$ cat config.mk
export PLATFORM = sky130hd
export DESIGN_NAME = segm14_scan_decoder
export DESIGN_NICKNAME = d
export VERILOG_FILES = /design/src/rtl/segm14_scan_decoder.sv
export SDC_FILE = /design/constraint.sdc
export NUM_CORES = 1
export LEC_CHECK = 0
export CAP_MARGIN = 20
export CORE_AREA = 4 4 141 143
export CTS_BUF_LIST = sky130_fd_sc_hd__clkbuf_4
export CTS_CLUSTER_SIZE = 16
export DETAILED_ROUTE_END_ITERATION = 12
export DIE_AREA = 0 0 145 147
export GPL_ROUTABILITY_DRIVEN = 0
export GPL_TIMING_DRIVEN = 0
export SLEW_MARGIN = 20
export SYNTH_ARGS = -nofsm -noshare
export SYNTH_HDL_FRONTEND = slang
export SYNTH_SLANG_ARGS = --single-unit
$ cat constraint.sdc
create_clock -name clk -period 6.5 [get_ports clk]
set_input_delay 0.975 -clock clk [delete_from_list [all_inputs] [get_ports clk]]
set_output_delay 0.975 -clock clk [all_outputs]
set_load 0.05 [all_outputs]
$ cat src/rtl/segm14_scan_decoder.sv
// rtl/segm14_scan_decoder.sv - 12-digit 14-segment scan-bus decoder with frame capture and commit
// Registered sel/segm feed a HUNT/CAPTURE tracker; a full 0..11 sweep commits to a readable buffer.
module segm14_scan_decoder (
`ifdef USE_POWER_PINS
  inout  wire         vdd,
  inout  wire         vss,
`endif
  input  logic        clk,
  input  logic        rst,
  input  logic [11:0] sel,
  input  logic [13:0] segm,
  input  logic [3:0]  rd_idx,
  output logic [5:0]  char_code,
  output logic        frame_valid,
  output logic [7:0]  frame_count,
  output logic        err_sel,
  output logic        err_glyph,
  output logic        msg_match
);

  typedef enum logic {HUNT, CAPTURE} state_e;

  // "PIÑA PIÑA   " with digit 0 in the top six bits
  localparam logic [71:0] MSG = {6'h10, 6'h09, 6'h0F, 6'h01, 6'h00, 6'h10,
                                 6'h09, 6'h0F, 6'h01, 6'h00, 6'h00, 6'h00};

  state_e      state_q, state_d;
  logic [3:0]  exp_q, exp_d;
  logic [11:0] s_sel_q;
  logic [13:0] s_segm_q;
  logic [5:0]  shadow_q [11];
  logic [5:0]  shadow_d [11];
  logic [5:0]  commit_q [12];
  logic [5:0]  commit_d [12];
  logic        fv_q, fv_d, es_q, es_d, eg_q, eg_d, mm_q, mm_d;
  logic [7:0]  fc_q, fc_d;

  logic [5:0]  glyph;
  logic        glyph_unknown;
  logic        one_hot, multi;
  logic [3:0]  pos;
  logic        wr_en;
  logic [3:0]  wr_idx;
  logic [71:0] frame_flat;

  always_comb begin
    glyph_unknown = 1'b0;
    case (s_segm_q)
      14'b00000000000000: glyph = 6'h00;
      14'b11101111000000: glyph = 6'h01;
      14'b10010000010010: glyph = 6'h09;
      14'b10101011000000: glyph = 6'h0F;
      14'b11001111000000: glyph = 6'h10;
      default: begin
        glyph         = 6'h3F;
        glyph_unknown = 1'b1;
      end
    endcase
  end

  assign one_hot = (s_sel_q != 12'd0) && ((s_sel_q & (s_sel_q - 12'd1)) == 12'd0);
  assign multi   = (s_sel_q != 12'd0) && !one_hot;

  always_comb begin
    pos = 4'd0;
    for (int i = 0; i < 12; i++) begin
      if (s_sel_q[i]) pos = 4'(i);
    end
  end

  // Frame as it would look if committed this cycle: shadow 0..10 plus the incoming digit 11
  always_comb begin
    frame_flat = '0;
    for (int i = 0; i < 11; i++) begin
      frame_flat[71-6*i -: 6] = shadow_q[i];
    end
    frame_flat[5:0] = glyph;
  end

  always_comb begin
    state_d  = state_q;
    exp_d    = exp_q;
    shadow_d = shadow_q;
    commit_d = commit_q;
    fv_d     = 1'b0;
    es_d     = 1'b0;
    eg_d     = 1'b0;
    mm_d     = mm_q;
    fc_d     = fc_q;
    wr_en    = 1'b0;
    wr_idx   = 4'd0;

    if (multi) begin
      es_d    = 1'b1;
      state_d = HUNT;
      exp_d   = 4'd0;
    end else if (one_hot) begin
      case (state_q)
        HUNT: begin
          if (pos == 4'd0) begin
            wr_en   = 1'b1;
            exp_d   = 4'd1;
            state_d = CAPTURE;
          end
        end
        CAPTURE: begin
          if (pos == exp_q) begin
            wr_en  = 1'b1;
            wr_idx = exp_q;
            exp_d  = exp_q + 4'd1;
          end else if (pos == 4'd0) begin
            es_d  = 1'b1;
            wr_en = 1'b1;
            exp_d = 4'd1;
          end else begin
            es_d    = 1'b1;
            state_d = HUNT;
            exp_d   = 4'd0;
          end
        end
        default: state_d = HUNT;
      endcase
    end

    if (wr_en) begin
      eg_d = glyph_unknown;
      if (wr_idx == 4'd11) begin
        for (int i = 0; i < 11; i++) begin
          commit_d[i] = shadow_q[i];
        end
        commit_d[11] = glyph;
        fv_d         = 1'b1;
        fc_d         = fc_q + 8'd1;
        mm_d         = (frame_flat == MSG);
        state_d      = HUNT;
        exp_d        = 4'd0;
      end else begin
        for (int i = 0; i < 11; i++) begin
          if (wr_idx == 4'(i)) shadow_d[i] = glyph;
        end
      end
    end
  end

  always_ff @(posedge clk or posedge rst) begin
    if (rst) begin
      state_q  <= HUNT;
      exp_q    <= 4'd0;
      s_sel_q  <= 12'd0;
      s_segm_q <= 14'd0;
      for (int i = 0; i < 11; i++) shadow_q[i] <= 6'h00;
      for (int i = 0; i < 12; i++) commit_q[i] <= 6'h00;
      fv_q     <= 1'b0;
      es_q     <= 1'b0;
      eg_q     <= 1'b0;
      mm_q     <= 1'b0;
      fc_q     <= 8'd0;
    end else begin
      state_q  <= state_d;
      exp_q    <= exp_d;
      s_sel_q  <= sel;
      s_segm_q <= segm;
      shadow_q <= shadow_d;
      commit_q <= commit_d;
      fv_q     <= fv_d;
      es_q     <= es_d;
      eg_q     <= eg_d;
      mm_q     <= mm_d;
      fc_q     <= fc_d;
    end
  end

  always_comb begin
    char_code = 6'h3F;
    for (int i = 0; i < 12; i++) begin
      if (rd_idx == 4'(i)) char_code = commit_q[i];
    end
  end

  assign frame_valid = fv_q;
  assign frame_count = fc_q;
  assign err_sel     = es_q;
  assign err_glyph   = eg_q;
  assign msg_match   = mm_q;

endmodule

# Word level (Yosys, flattened, before mapping)
# Index checks and enable logic that the tools add are counted.
dict set report word_totals {
  elab_cells 141
  inputBits 32
  ff_bits 181
}
dict set report op_classes {
  reduce_logical 22
  n_addsub 3
  eq_ne 28
  bitwise 3
  mux 53
}
# op n
set op_table {}
lappend op_table {{$mux W4} 20}
lappend op_table {{$eq A72 B71 Y1 const B} 1}
lappend op_table {{$mux W6} 12}
lappend op_table {{$eq A14 B14 Y1 const B} 4}
lappend op_table {{$reduce_and A3 Y1} 11}
lappend op_table {{$eq A4 B3 Y1 const B} 8}
lappend op_table {{$eq A4 B4 Y1 const B} 8}
lappend op_table {{$pmux W6 S5} 1}
lappend op_table {{$mux W1} 18}
lappend op_table {{$eq A4 B2 Y1 const B} 4}
lappend op_table {{$logic_not A14 Y1} 1}
lappend op_table {{$and A12 B12 Y12} 1}
lappend op_table {{$logic_not A12 Y1} 1}
lappend op_table {{$logic_not A4 Y1} 3}
lappend op_table {{$reduce_bool A12 Y1} 1}
lappend op_table {{$sub A12 B1 Y12 const B} 1}
lappend op_table {{$add A8 B1 Y8 const B} 1}
lappend op_table {{$eq A4 B1 Y1 const B} 2}
lappend op_table {{$pmux W4 S2} 1}
lappend op_table {{$reduce_or A5 Y1} 1}
lappend op_table {{$add A4 B1 Y4 const B} 1}
lappend op_table {{$eq A4 B4 Y1} 1}
lappend op_table {{$logic_and A1 B1 Y1} 2}
lappend op_table {{$not A1 Y1} 2}
lappend op_table {{other kinds (3)} 3}

# Logic depth before layout (Yosys ltp)
dict set report logic_depth {
  depth_word 19
  mapped_depth 9
  depth_no_buf 6
}

# Worst setup path after synthesis
# OpenSTA, ideal clock, no wires.
dict set report synth_timing {
  kind {input to output}
  start {input port rd_idx[1]}
  end {output port char_code[2]}
  arrival_ps 3371
  setup_slack_ps 2154
  path_stages 6
  required_ps 5525
  path_cell_list {buf_1 > buf_1 > mux4_2 > mux2i_1 > o21ai_0 > buf_4}
}
dict set report synth_between {
  elab_chain_len 13
  elab_cells_between_ends 24
  cone_classes {eq/ne (11); mux (12); reduce/logical (1)}
}
# item line_no
set synth_rtl {}
lappend synth_rtl {{start, declared} 12} ;# input logic [3:0] rd_idx,
lappend synth_rtl {{$logic_not A4 Y1} 176} ;# if (rd_idx == 4'(i)) char_code = commit_q[i];
lappend synth_rtl {{$mux W6 (11 in a row)} 176}
lappend synth_rtl {{$mux W6 *} 176}
lappend synth_rtl {{end, declared} 13} ;# output logic [5:0] char_code,
# Every way passes the cells marked *; elsewhere a longest branch is shown, timed or not.

# Worst setup path in the final report
# Ends and elaborated chain as after synthesis.

==> impl_metrics.tcl <==
set metrics [dict create \
    die_h_um 147 \
    die_x_um 145 \
    drt-initial-drc-count 371 \
    dp_slack_ns 1.41 \
    final_layout_size_suffix_gt1_share_pct 30.1 \
    fin_crit_ns 5.09 \
    slew-limit-headroom_pct 34.3 \
    htree_levels 4 \
    via_count 4556 \
    drt.antenna.violating_nets 0 \
    io_buffer_count 48 \
    core_region_area_um2 18600 \
    synth_simple_gate_area_share_pct 11.8 \
    yosys_warnings 0 \
    fin_area_um2 8480 \
    timing.final.crit_share_pct 78.3 \
    muxShareOfSynthArea_pct 24.3 \
    slew_violations 0 \
    synth_cell_types 58 \
    track_usage_pct 16.0 \
    reg2reg_depth 9 \
    nets 636 \
    ys.flop_type "dfrtp_1" \
    insertion_delay_ns 0.56 \
    synth.avg_cell_area_um2 13.8 \
    synthXorXnorAreaFrac_pct 1.19 \
    setup_violations 0 \
    leakage_nw 3.85 \
    hold_depth 1 \
    p_per_area_nw_per_um2 202 \
    worstMarginPinSlew_ns 0.975 \
    fillCellCount 1663 \
    async_flop_share_pct 100 \
    final_common_cell "dfrtp_1" \
    regToRegEndpoint "commit_q[28]$_DFFE_PP0P_" \
    r2r_slack_ns 2.87 \
    synthTopCellsByArea "dfrtp_1 (54%), mux2_4 (12%), mux2_2 (9.3%)" \
    grt_max_degree 93 \
    yosys.area.top_type "dfrtp_1" \
    cp.arrival_ns 4.11 \
    cts.sinks 158 \
    syn_nets 567 \
    hpwl_um 11800 \
    synth_edf_count 0 \
    fin_hold_ws_ns 0.481 \
    skew_ns 0.0177 \
    crit_type "input port to output port" \
    rows 50 \
    cap_violations 0 \
    worstPathRequired_ns 5.52 \
    rsz0062_at_grt "false" \
    synthAdderAreaFrac_pct 0.613 \
    cts_buffers 17 \
    grt_pass1_vias 4827 \
    antenna_found_initial 1 \
    min_from "frame_count[7]$_DFFE_PP0P_" \
    dieArea_um2 21300 \
    hold_path.class "register to register" \
    post_cts_buffers 0 \
    worst_setup_path_end_kind "output port" \
    mostFrequentLayoutCells "dfrtp_1 (158), mux2_2 (61), mux2_4 (58)" \
    path_max_fanout 10 \
    viasPerCell 5.36 \
    reg2reg_from "s_sel_q[1]$_DFF_PP0_" \
    status "completed" \
    drc 0 \
    start_util_pct 39.6 \
    synth_top_family_by_area "multiplexers" \
    cts_max_path_buffers 2 \
    fmax_mhz 197 \
    ys_seq_area_share_pct 53.8 \
    tritoncts "done" \
    worst_slack_ns 1.41 \
    place_area_um2 8190 \
    synth.cell_area_um2 7350 \
    fin_util_pct 45.7 \
    irDropWorstVdd_mv 0.0987 \
    dr.pass1.iters 4 \
    postCtsHoldBufs 0 \
    hold_viol_final 0 \
    synth_top_area_share_pct 53.8 \
    wirelength_um 16400 \
    clock-root-buffer "clkbuf_4" \
    grt_pass1_wl_um 27000 \
    io-pin-count 50 \
    clk_pin_slew_ns 0.12 \
    synth_cells 533 \
    cts_resized 0 \
    cp-start-kind "input port" \
    area_growth_pct 15.4 \
    synth_compound_area_share_pct 5.38 \
    holdPathEnd "frame_count[7]$_DFFE_PP0P_" \
    wl_per_cell_um 19.3 \
    overflow 0 \
    ys_ff_latch 158 \
]
==> sequential cells by signal, indices dropped and copies added (netlist names) <==
| register | count |
|---|---|
| err_sel | 1 |
| frame_valid | 1 |
| commit_q | 60 |
| frame_count | 8 |
| msg_match | 1 |
| frame_flat | 55 |
| exp_q | 4 |
| s_sel_q | 12 |
| s_segm_q | 14 |
| err_glyph | 1 |
| state_q | 1 |
==> cells by family after synthesis <==
| kind of cell | Yosys count |
|---|---|
| compound gates | 58 |
| xor+xnor | 10 |
| flops | 158 |
| buf+inv | 40 |
| fa+ha+maj | 4 |
| simple gates | 130 |
| mux | 133 |
==> worst max-delay path, stage by stage <==
cell and delay, ns:
clkdlybuf4s50_1 0.53, buf_1 0.48, buf_1 0.46, mux4_2 0.33, mux2i_1 0.07, o21ai_0 0.31
buf_4 0.17, clkdlybuf4s50_1 0.78
==> Yosys cell counts (3+ instances only) <==
cell type and number:
or4_1 5, nor3_1 5, o21ai_0 6, xnor2_1 3, or2_2 3, and3_1 4
o21a_1 4, buf_1 7, nand2b_1 6, nand4_1 9, buf_6 8, nor4_1 14
nor4b_1 6, o221ai_1 4, o31a_1 3, nor2_1 22, o22ai_1 3, a31oi_1 4
nor2b_1 5, dfrtp_1 158, xor2_1 7, a21oi_1 16, inv_1 10, clkbuf_1 11
and2_1 3, and4_1 3, nor4_4 8, nand2_1 15, mux2i_1 7, mux2_4 58
mux4_2 7, nand3_1 14, mux2_2 61, or3_1 3
==> final cells by class <==
type / count / area, um^2 / area share [%]
multi-input cells: 335 / 3200 / 37.7
diodes: 1 / 2.50 / 0.0295
clock buffers: 20 / 150 / 1.77
repair buffers: 50 / 519 / 6.12
plain buffers: 29 / 175 / 2.06
inverters: 11 / 48.8 / 0.575
clock inverters: 12 / 145 / 1.71
well taps: 234 / 293 / 3.45
flip-flops and latches: 158 / 3950 / 46.6
==> routing by layer <==
layer / vias to the layer above / wire (um) / track usage, %
met5: - / 0 / 0
li1: 2128 / - / -
met4: 0 / 265 / 4.99
met3: 15 / 573 / 3.24
met2: 99 / 8200 / 26.7
met1: 2314 / 7400 / 21.2
==> how the worst max path moves through the flow <==
| stage | depth (start not counted) | slack (ns) | from | to |
|---|---|---|---|---|
| 2_1_floorplan | 1 | 1.26 | rst | commit_q[0]$_DFFE_PP0P_ |
| 3_3_place_gp | 2 | -0.64 | rst | commit_q[27]$_DFFE_PP0P_ |
| 3_5_place_dp | 8 | 1.41 | rd_idx[1] | char_code[2] |
| 4_1_cts | 8 | 1.40 | rd_idx[1] | char_code[2] |
| 5_1_grt | 8 | 1.27 | rd_idx[1] | char_code[2] |
| 6_report | 8 | 1.41 | rd_idx[1] | char_code[2] |
==> through the flow <==
stage,power [mW],std cells,setup TNS [ns]
2_1_floorplan,1.08,533,0
3_3_place_gp,1.12,815,-99.56
3_5_place_dp,1.12,817,0
4_1_cts,1.74,849,0
5_1_grt,1.79,850,0
6_report,1.72,850,0
==> power breakdown <==
group	internal (mW)	switching (mW)	total [mW]
logic	0.0413	0.0628	0.104
registers	0.991	0.00772	0.999
clock network	0.276	0.339	0.614
total	1.31	0.409	1.72
(Power assumes the default switching activity.)
==> variant (same flow settings) <==
Make the reset (`rst`) synchronous in one clocked block.
--- a/src/rtl/segm14_scan_decoder.sv
+++ b/src/rtl/segm14_scan_decoder.sv
@@ -142,7 +142,7 @@
     end
   end
 
-  always_ff @(posedge clk or posedge rst) begin
+  always_ff @(posedge clk) begin
     if (rst) begin
       state_q  <= HUNT;
       exp_q    <= 4'd0;
Check against the original RTL: differs if rst is asserted again (counterexample within 4 cycles, from zero or initial values and one cycle with rst high); with rst held inactive, the same outputs for 4 cycles.
==> variant against the original RTL <==
Highest routed layer unchanged; wire length is 14% higher; area after synthesis fell by 5.5%; non-clock buffer count grew 27; worst hold slack worse by 0.025 ns; design area decreased by 5.6%; clock power up 3.6%; critical path type unchanged; largest cell class is now multi-input gates; sequential cell count unchanged; critical endpoint is now char_code[4]; setup slack worse by 0.015 ns; power rose by 3.6%.
==> variant: results (changes against the original RTL) <==
The global router's overall resource usage was 0.175 (+0.0144). The tools report the power dissipated in combinational cells as 158 uW (+52%). Yosys attributes the largest share of cell area to sky130_fd_sc_hd__dfxtp_1 (46%), sky130_fd_sc_hd__mux2i_1 (8.9%), sky130_fd_sc_hd__nand2_1 (7.9%). The launch point of the worst reg-to-reg path is s_sel_q[1]. The placed wire-length estimate is 13,500 um (+14%), and the post-synthesis compound-gate area fraction is 0.116 (+0.0624). The cell depth of the worst flop-to-flop path was 8 (-1); the first-pass GRT wire length was 29,300 um (+8.6%).

Final hold slack: 0.456 ns (-0.0248 ns). The mux contribution to synthesized area is 0.115 (-0.128), and the net count after synthesis is 829 (+46%). The clock tree skew after final layout is 0.0270 ns (+0.00932 ns). The final wirelength came out at 18,800 um (+14%). The cell count of the worst hold path is 2 (+1), and the data arrival at the endpoint of the critical path is 4.13 ns (+0.02 ns). The tools report the internal power consumption as 1.32 mW (+0.86%). The largest net degree at the start of global routing came out at 17 (-82%). The logs give 985 uW (-1%) for the sequential power and 5 (+1) for the detailed-routing iteration count for the pre-antenna-repair pass.

The logs give 0.0336 (+0.00123) for the met3 capacity usage during global routing and 0.254 (+0.0413) for the global routing met1 resource utilization. The placed instance area is 0.00770 mm^2 (-6.0%), and the post-placement worst setup slack is 1.37 ns (-0.0390 ns). The xor and xnor fraction of the mapped netlist area was 0.00486 (-0.00705).

The worst register-to-register path ends at frame_flat[52]. The power in the clock group is 636 uW (+3.6%), and the setup slack of the worst register-to-register path is 3.44 ns (+0.57 ns). The number of design-rule violations left by the first detailed-router iteration was 395 (+6.5%). The met3 layer wire length in the routed design is 1030 um (+79%).

The average instance area after synthesis was 8.74 um^2 (-37%). The destination of the critical timing path is char_code[4]. The flow ran to the end, and the final reports show no timing, DRC or antenna violations. In the synthesized netlist, the cells that appear most often are sky130_fd_sc_hd__dfxtp_1 (158), sky130_fd_sc_hd__nand2_1 (147), sky130_fd_sc_hd__a21oi_1 (86). For the sum of met2 wire segment lengths after detailed routing, the log shows 8060 um (-1.7%).

The maximum operating frequency was 0.196 GHz (-0.29%). The first element of the critical path was rd_idx[0].
[variant: changes by cell type after synthesis, moves of 7 or more]
cell	delta
sky130_fd_sc_hd__dfxtp_1	+158
sky130_fd_sc_hd__mux2i_1	+55
sky130_fd_sc_hd__xor2_1	-7
sky130_fd_sc_hd__mux2_2	-57
sky130_fd_sc_hd__nor2_1	+60
sky130_fd_sc_hd__nor3_1	+7
sky130_fd_sc_hd__dfrtp_1	-158
sky130_fd_sc_hd__mux2_4	-58
sky130_fd_sc_hd__buf_2	+9
sky130_fd_sc_hd__nor2b_1	+31
sky130_fd_sc_hd__clkbuf_1	+29
sky130_fd_sc_hd__a21oi_1	+70
sky130_fd_sc_hd__nand2_1	+132
[variant: layout make-up]
type	count	area [um^2]
flip-flops and latches	158	3160
multi-input cells	572	3490
fillers	1852	10600
well taps	234	293
inverters	5	18.8
plain buffers	60	280
clock buffers	21	158
repair buffers	46	460
clock inverters	10	139
diodes	1	2.50
